### src/rtl/enc_event_pkg.sv
// enc_event_pkg: shared widths and the code type for the encoder event FIFO
package enc_event_pkg;
    localparam int CODE_W_DEF = 2;
    localparam int DEPTH_DEF = 4;
    typedef logic [CODE_W_DEF-1:0] code_t;
endpackage

### src/rtl/enc_event_fifo_if.sv
// enc_event_fifo_if: encoder input and FWFT valid/ready read port
interface enc_event_fifo_if import enc_event_pkg::*; #(parameter int CODE_W = CODE_W_DEF);
    logic [CODE_W-1:0] enc_code;
    logic enc_valid;
    logic [CODE_W-1:0] m_data;
    logic m_valid;
    logic m_ready;
    modport master (output enc_code, enc_valid, m_ready, input m_data, m_valid);
    modport slave (input enc_code, enc_valid, m_ready, output m_data, m_valid);
endinterface

### src/rtl/enc_sync_fifo.sv
// enc_sync_fifo: first-word-fall-through synchronous FIFO with registered count/full/empty
module enc_sync_fifo #(
    parameter int W = 2,
    parameter int DEPTH = 4,
    localparam int AW = $clog2(DEPTH),
    localparam int CW = AW + 1
) (
    input logic clk,
    input logic rst,
    input logic push,
    input logic pop,
    input logic [W-1:0] din,
    output logic [W-1:0] dout,
    output logic [CW-1:0] count,
    output logic full,
    output logic empty
);
    logic [W-1:0] mem [DEPTH];
    logic [AW-1:0] wr_ptr, rd_ptr;
    logic do_push, do_pop;
    logic [CW-1:0] cnt_n;
    // a full FIFO still accepts a push when the head leaves in the same cycle
    always_comb begin
        do_pop = pop && !empty;
        do_push = push && (!full || do_pop);
        cnt_n = count + CW'(do_push) - CW'(do_pop);
    end
    assign dout = mem[rd_ptr];
    always_ff @(posedge clk) begin
        if (rst) begin
            wr_ptr <= '0;
            rd_ptr <= '0;
            count <= '0;
            full <= 1'b0;
            empty <= 1'b1;
            for (int i = 0; i < DEPTH; i++) mem[i] <= '0;
        end else begin
            if (do_push) begin
                mem[wr_ptr] <= din;
                wr_ptr <= wr_ptr + 1'b1;
            end
            if (do_pop) rd_ptr <= rd_ptr + 1'b1;
            count <= cnt_n;
            full <= cnt_n == CW'(DEPTH);
            empty <= cnt_n == '0;
        end
    end
endmodule

### src/rtl/enc_event_fifo.sv
// enc_event_fifo: registers encoder output, detects new-code events and queues them
// CODE_HIST_EN adds per-code saturating event counters with hist_clr/hist_cnt ports
module enc_event_fifo import enc_event_pkg::*; #(
    parameter int CODE_W = CODE_W_DEF,
    parameter int DEPTH = DEPTH_DEF,
    parameter int CNT_W = 8
) (
    input logic clk,
    input logic rst,
    enc_event_fifo_if.slave bus,
    output logic [$clog2(DEPTH):0] count,
    output logic full,
    output logic empty,
    output logic overflow,
`ifdef CODE_HIST_EN
    input logic hist_clr,
    output logic [(2**CODE_W)*CNT_W-1:0] hist_cnt,
`endif
    input logic clr_ovf
);
    logic [CODE_W-1:0] code_q, prev_code;
    logic valid_q, prev_valid;
    logic ev, pop, drop;
    assign ev = valid_q && (!prev_valid || code_q != prev_code);
    assign pop = bus.m_valid && bus.m_ready;
    assign drop = ev && full && !pop;
    assign bus.m_valid = !empty;
    always_ff @(posedge clk) begin
        if (rst) begin
            code_q <= '0;
            valid_q <= 1'b0;
            prev_code <= '0;
            prev_valid <= 1'b0;
            overflow <= 1'b0;
        end else begin
            code_q <= bus.enc_code;
            valid_q <= bus.enc_valid;
            prev_code <= code_q;
            prev_valid <= valid_q;
            overflow <= drop || (overflow && !clr_ovf);
        end
    end
    enc_sync_fifo #(.W(CODE_W), .DEPTH(DEPTH)) u_fifo (
        .clk(clk),
        .rst(rst),
        .push(ev),
        .pop(bus.m_ready),
        .din(code_q),
        .dout(bus.m_data),
        .count(count),
        .full(full),
        .empty(empty)
    );
`ifdef CODE_HIST_EN
    logic [CNT_W-1:0] hist [2**CODE_W];
    // dropped events still count; a clear in the same cycle swallows the event
    always_ff @(posedge clk) begin
        if (rst || hist_clr) begin
            for (int i = 0; i < 2**CODE_W; i++) hist[i] <= '0;
        end else if (ev && hist[code_q] != '1) begin
            hist[code_q] <= hist[code_q] + CNT_W'(1);
        end
    end
    for (genvar g = 0; g < 2**CODE_W; g++) begin : g_hist
        assign hist_cnt[g*CNT_W +: CNT_W] = hist[g];
    end
`endif
endmodule

### src/flat_wrapper.sv
// flat-port wrapper written by rule: the top's interface ports become plain ports
module enc_event_fifo_flat import enc_event_pkg::*;
#(
    parameter int CODE_W = CODE_W_DEF,
    parameter int DEPTH = DEPTH_DEF,
    parameter int CNT_W = 8
)
  (clk, rst, count, full, empty, overflow, clr_ovf, bus_enc_code, bus_enc_valid, bus_m_ready, bus_m_data, bus_m_valid);
  enc_event_fifo_if #(.CODE_W(CODE_W)) bus_i ();
  input logic clk;
  input logic rst;
  output logic [$clog2(DEPTH):0] count;
  output logic full;
  output logic empty;
  output logic overflow;
  input logic clr_ovf;
  input wire logic [$bits(bus_i.enc_code)-1:0] bus_enc_code;
  input wire logic [$bits(bus_i.enc_valid)-1:0] bus_enc_valid;
  input wire logic [$bits(bus_i.m_ready)-1:0] bus_m_ready;
  output wire logic [$bits(bus_i.m_data)-1:0] bus_m_data;
  output wire logic [$bits(bus_i.m_valid)-1:0] bus_m_valid;
  assign bus_i.enc_code = bus_enc_code;
  assign bus_i.enc_valid = bus_enc_valid;
  assign bus_i.m_ready = bus_m_ready;
  assign bus_m_data = bus_i.m_data;
  assign bus_m_valid = bus_i.m_valid;
  enc_event_fifo #(.CODE_W(CODE_W), .DEPTH(DEPTH), .CNT_W(CNT_W)) u_core (.clk(clk), .rst(rst), .bus(bus_i), .count(count), .full(full), .empty(empty), .overflow(overflow), .clr_ovf(clr_ovf));
endmodule
### config.mk
export PLATFORM = sky130hd
export DESIGN_NAME = enc_event_fifo_flat
export DESIGN_NICKNAME = d
export VERILOG_FILES = /design/src/rtl/enc_event_pkg.sv /design/src/rtl/enc_event_fifo_if.sv /design/src/rtl/enc_sync_fifo.sv /design/src/rtl/enc_event_fifo.sv /design/src/flat_wrapper.sv
export SDC_FILE = /design/constraint.sdc
export NUM_CORES = 1
export LEC_CHECK = 0
export BUFFER_PORTS_ARGS = -buffer_cell sky130_fd_sc_hd__clkbuf_2
export CELL_PAD_IN_SITES_DETAIL_PLACEMENT = 1
export CELL_PAD_IN_SITES_GLOBAL_PLACEMENT = 2
export CORE_MARGIN = 5
export CORE_UTILIZATION = 30
export DETAILED_ROUTE_END_ITERATION = 16
export GPL_TIMING_DRIVEN = 0
export PLACE_DENSITY = 0.7
export SYNTH_ARGS = -nofsm -noshare
export SYNTH_HDL_FRONTEND = slang
export SYNTH_SLANG_ARGS = --single-unit
### constraint.sdc
create_clock -name clk -period 3.7 [get_ports clk]
set_input_delay 0.555 -clock clk [delete_from_list [all_inputs] [get_ports clk]]
set_output_delay 0.555 -clock clk [all_outputs]
set_load 0.03 [all_outputs]
Word-level counts from Yosys, hierarchy flattened

Memories as Yosys holds them, arrays and structs flattened. A register that Yosys moved wholly into a read port is not among the register bits.
Index checks and enable logic that the tools add are counted.

Add/subtract/negate cells: 4
$mul: 0
Divide/modulo/power cells: 0
$lt $le $gt $ge: 0
Eq/ne operators: 2
Shifts and indexed selects: 0
Multiplexer cells: 10
Bitwise logic cells: 0
Reductions and logical operators: 16

Operator list:

| operator                                                       | number |
|---|---|
| 2-bit 2-to-1 mux                                               | 4 |
| 1-bit logical AND                                              | 6 |
| 1-bit 2-to-1 mux                                               | 6 |
| 1-bit logical NOT                                              | 5 |
| 2-bit by 1-bit adder with 2-bit output (second input constant) | 2 |
| 3-bit by 1-bit adder with 3-bit output                         | 1 |
| 3-bit equality test (second input constant)                    | 1 |
| 3-bit logical NOT                                              | 1 |
| 1-bit logical OR                                               | 3 |
| 3-bit by 1-bit subtractor with 3-bit output                    | 1 |
| 2-bit inequality test                                          | 1 |
| 2-bit OR reduction                                             | 1 |

Register bits after elaboration: 16
Latch bits: 0
Bits in writable memories: 8
Bits in read-only memories: 0
Input bits: 7
Output and inout bits: 9
Logic and storage cells: 43
Memories kept: 1

Memory list:

| name              | words | bits a word | read ports | clocked after memory_dff | write ports | line                | text |
|---|---|---|---|---|---|---|---|
| u_core.u_fifo.mem | 4     | 2           | 1          | 1                        | 4           | enc_sync_fifo.sv:18 | `logic [W-1:0] mem [DEPTH];` |

Logic depth before layout (Yosys ltp)

Word-level depth: 9
Depth in mapped cells: 12
Mapped depth without buffers: 11

Modules after synthesis

Synthesis repeated with hierarchy kept, for this count alone.

Cell total of the unflattened synthesis: 91
Area, all modules: 1103.6 µm²

Modules (own cells, without submodules):

| module         | times used | cells an instance | area each (µm²) | seq. area each (µm²) |
|---|---|---|---|---|
| enc_sync_fifo  | 1          | 70                | 868.3           | 460.4 |
| enc_event_fifo | 1          | 21                | 235.2           | 140.1 |

Least setup slack after synthesis

OpenSTA, ideal clock, no wires.

Path type: input-to-reg
Start: input bus_m_ready
End: register u_core.u_fifo.full
Setup time: 0.116 ns
Data arrival time: 2.371 ns
Data required time: 3.584 ns
Setup slack: 1.214 ns
Cell stages on the path: 12
Path buffers: 1
Path through: nor2b_2 -> nand2b_1 -> clkbuf_2 -> nand2_2 -> ha_1 -> inv_1 -> ha_1 -> inv_1 -> fa_1 -> xnor2_1 -> nor2_1 -> and3_1

Cells in the longest elaborated chain, start to end: 6

Ends and longest elaborated chain:

| item                                          | line                | text |
|---|---|---|
| start, declared                               | flat_wrapper.sv:19  | `input wire logic [$bits(bus_i.m_ready)-1:0] bus_m_ready;` |
| 1-bit logical AND *                           | enc_sync_fifo.sv:24 | `do_pop = pop && !empty;` |
| 1-bit logical OR                              | enc_sync_fifo.sv:25 | `do_push = push && (!full \|\| do_pop);` |
| 1-bit logical AND                             | enc_sync_fifo.sv:25 |  |
| 3-bit by 1-bit adder with 3-bit output        | enc_sync_fifo.sv:26 | `cnt_n = count + CW'(do_push) - CW'(do_pop);` |
| 3-bit by 1-bit subtractor with 3-bit output * | enc_sync_fifo.sv:26 |  |
| 3-bit equality test *                         | enc_sync_fifo.sv:44 | `full <= cnt_n == CW'(DEPTH);` |
| end signal, assigned                          | enc_sync_fifo.sv:44 |  |
| end, declared                                 | enc_sync_fifo.sv:15 | `output logic full,` |

Every way passes the cells marked *; elsewhere a longest branch is shown, timed or not.
A chain may end at the register's enable or synchronous reset.

Worst setup path in the final report

Start: register u_core.u_fifo.empty
End: register u_core.u_fifo.full

Cells in the longest elaborated chain, start to end: 7

Ends and longest elaborated chain:

| item                                          | line                 | text |
|---|---|---|
| start, declared                               | enc_sync_fifo.sv:16  | `output logic empty` |
| start signal, assigned                        | enc_sync_fifo.sv:35  | `empty <= 1'b1;` |
| start signal, assigned                        | enc_sync_fifo.sv:45  | `empty <= cnt_n == '0;` |
| 1-bit logical NOT *                           | -                    |  |
| 1-bit logical AND *                           | -                    |  |
| via u_core.pop                                | enc_event_fifo.sv:23 | `logic ev, pop, drop;` |
| 1-bit logical OR                              | enc_sync_fifo.sv:25  |  |
| 1-bit logical AND                             | enc_sync_fifo.sv:25  |  |
| 3-bit by 1-bit adder with 3-bit output        | enc_sync_fifo.sv:26  |  |
| 3-bit by 1-bit subtractor with 3-bit output * | enc_sync_fifo.sv:26  |  |
| 3-bit equality test *                         | enc_sync_fifo.sv:44  |  |

The timed path passes the listed nets; every way through them passes the cells marked *.

==> results.sh <==
export IMPL_met3_length_um=51
export IMPL_ys_ff_latch=26
export IMPL_cts_root_buf="clkbuf_4"
export IMPL_maxUsedRoutingLayer="met4"
export IMPL_numPortBuffers=15
export IMPL_syn_area_um2=1050
export IMPL_cts_buffer_depth=2
export IMPL_drt_antenna_violating_nets=0
export IMPL_syn_inst=92
export IMPL_initial_utilization=0.312
export IMPL_placed_cell_area_um2=1180
export IMPL_final_cell_mix="18 x dfxtp_1, 16 x clkbuf_2, 12 x nor2_1, 10 x inv_1, 8 x edfxtp_1"
export IMPL_setup_violations_final=0
export IMPL_area_delta_synth_final_pct=16.1
export IMPL_start_kind="flop"
export IMPL_finalClockSkew_ns=0.00172
export IMPL_grt_pass1_wl_mm=3.20
export IMPL_synth_largest_area_cell="dfxtp_1"
export IMPL_ctsHoldBuffers=0
export IMPL_period_needed_ns=2.41
export IMPL_antenna_found_initial=0
export IMPL_fin_crit_sh=0.652
export IMPL_core_um2=3360
export IMPL_synth_top_area_frac=0.343
export IMPL_fp_dieW_um=69.2
export IMPL_wl_per_cell_um=11.5
export IMPL_min_path_type="in2reg"
export IMPL_rows=21
export IMPL_grt_usage=0.0840
export IMPL_ys_seq_area_frac=0.572
export IMPL_wirelength_mm=1.80
export IMPL_max_slew_margin=0.681
export IMPL_status="finished, final reports clean"
export IMPL_ys_types=27
export IMPL_cts_sinks=26
export IMPL_first_global_vias=712
export IMPL_cts_max_level=1
export IMPL_drt_iter0_markers=7
export IMPL_hold_viol=0
export IMPL_io_pins=16
export IMPL_crit_required_ns=3.97
export IMPL_rsz0062_at_grt="no"
export IMPL_place_gp_congestion=0.685
export IMPL_overflow=0
export IMPL_end_kind="flop"
export IMPL_die_h_um=69.2
export IMPL_layout_nets=122
export IMPL_path_class="reg2reg"
export IMPL_drv_slew=0
export IMPL_postCtsSetupBuffers=0
export IMPL_p_per_area_nw_per_um2=624
export IMPL_tightest_slew_ns=0.478
export IMPL_tns_ns=0
export IMPL_ir_drop_mv=0.319
export IMPL_cts_inserted_buffers=3
export IMPL_cts_resized_gates=0
export IMPL_clk_latency_ns=0.32
export IMPL_fmax_mhz=415
export IMPL_dp_hpwl_mm=1.38
export IMPL_utilization=0.362
export IMPL_cts_tree="done"
export IMPL_whs_ns=0.434
export IMPL_synthTopCellsByArea="dfxtp_1 34%, edfxtp_1 23%, mux4_2 4.3%"
export IMPL_drive_gt1_frac=0.261
export IMPL_drt_first_pass_iters=3
export IMPL_n_fill_cell=414
export IMPL_antenna_cells=0
export IMPL_yosysWarningCount=0
export IMPL_die_area_um2=4780
export IMPL_maxCapViolCount=0
export IMPL_synth_nets=102
export IMPL_dr_wl_met2_um=900
export IMPL_total_leakage_power_nw=0.500
export IMPL_crit_fanout=8
export IMPL_clk_pin_slew_ns=0.14
export IMPL_grt_max_degree=15
export IMPL_worstPathArrival_ns=2.69
export IMPL_final_common_cell="dfxtp_1"
export IMPL_drc=0
export IMPL_seqCellArea_um2=601
export IMPL_multi_input_area_um2=403
export IMPL_vias_per_cell=4.24
export IMPL_vias=665
export IMPL_syn_avg_cell_area_um2=11.4
export IMPL_drt_met1_wl_um=819
export IMPL_design_area_um2=1220
-- report_power, final --
| part | internal [mW] | total [mW] | switching, mW |
|---|---|---|---|
| sequential | 0.336 | 0.366 | 0.0300 |
| clock | 0.0602 | 0.143 | 0.0827 |
| combinational | 0.0936 | 0.252 | 0.158 |
-- cell families (layout without fill, tap and decap cells) --
| group | after synthesis | in the layout | share of synthesized area |
|---|---|---|---|
| AO/OA/AOI/OAI | 10 | 10 | 0.0834 |
| XOR/XNOR | 6 | 6 | 0.0501 |
| adder cells (fa/ha/maj) | 3 | 3 | 0.0429 |
| buffers and inverters | 12 | 31 | 0.0441 |
| flip-flops | 26 | 26 | 0.572 |
| multiplexers | 2 | 2 | 0.0429 |
| AND/OR/NAND/NOR | 33 | 33 | 0.164 |
-- worst max-delay path, cell delays in order, from the launching register on --
cell and delay (ns):
dfxtp_1 0.35, nor2b_2 0.19, nand2b_1 0.13, clkbuf_2 0.20
nand2_2 0.12, ha_1 0.30, inv_1 0.06, ha_1 0.13
inv_1 0.04, fa_1 0.37, xnor2_1 0.13, nor2_1 0.17
and3_1 0.18
-- per-stage QoR --
| stage | setup WS, ns | power (mW) | instances |
|---|---|---|---|
| final | 1.29 | 0.761 | 157 |
| after global routing | 1.10 | 0.817 | 157 |
| after CTS | 1.24 | 0.776 | 157 |
| after detailed placement | 0.952 | 0.632 | 153 |
| after global placement | 0.949 | 0.621 | 153 |
| after floorplan | 1.21 | 0.561 | 92 |
-- path summary, 6_finish.rpt --
| kind | startpoint | to | slack [ns] | cells past startpoint |
|---|---|---|---|---|
| worst max-delay path | u_core.u_fifo.empty$_SDFF_PP1_ | u_core.u_fifo.full$_SDFF_PP0_ | 1.29 | 12 |
| worst min-delay path | bus_enc_valid | u_core.valid_q$_SDFF_PP0_ | 0.43 | 2 |
| worst max register to register | u_core.u_fifo.empty$_SDFF_PP1_ | u_core.u_fifo.full$_SDFF_PP0_ | 1.29 | 12 |
| worst min register to register | u_core.overflow$_SDFF_PP0_ | u_core.overflow$_SDFF_PP0_ | 0.48 | 2 |
-- routing by layer --
layer	vias to the layer above	track usage
li1	340	-
met1	311	0.102
met2	10	0.141
met3	4	0.0189
met4	0	0.0390
met5	-	0
-- synthesized netlist by cell type, drive strengths merged --
master,count
nand3,3
nor2,12
nand4,1
clkbuf,2
ha,2
nor2b,6
a21oi,4
o21ai,1
and3,1
o31ai,2
nand2,5
nor3,2
inv,10
a31oi,1
edfxtp,8
a21o,1
xnor2,4
mux4,2
a31o,1
dfxtp,18
nand2b,3
fa,1
xor2,2
-- sequential cells by signal (all words and copies together), names as in the netlist, 2 cells and up, named ones only --
signal	count
u_core.code_q	2
u_core.prev_code	2
u_core.u_fifo.rd_ptr	2
u_core.u_fifo.count	3
u_core.u_fifo.mem	8
u_core.u_fifo.wr_ptr	2
-- final cells by class --
| type | count | area share |
|---|---|---|
| buffer | 2 | 0.00719 |
| inverter | 10 | 0.0308 |
| multi-input combinational | 54 | 0.331 |
| tap | 46 | 0.0472 |
| sequential | 26 | 0.493 |
| clock buffer | 4 | 0.0298 |
| timing repair buffer | 15 | 0.0616 |
No activity file was read; power rests on OpenSTA's default activity.
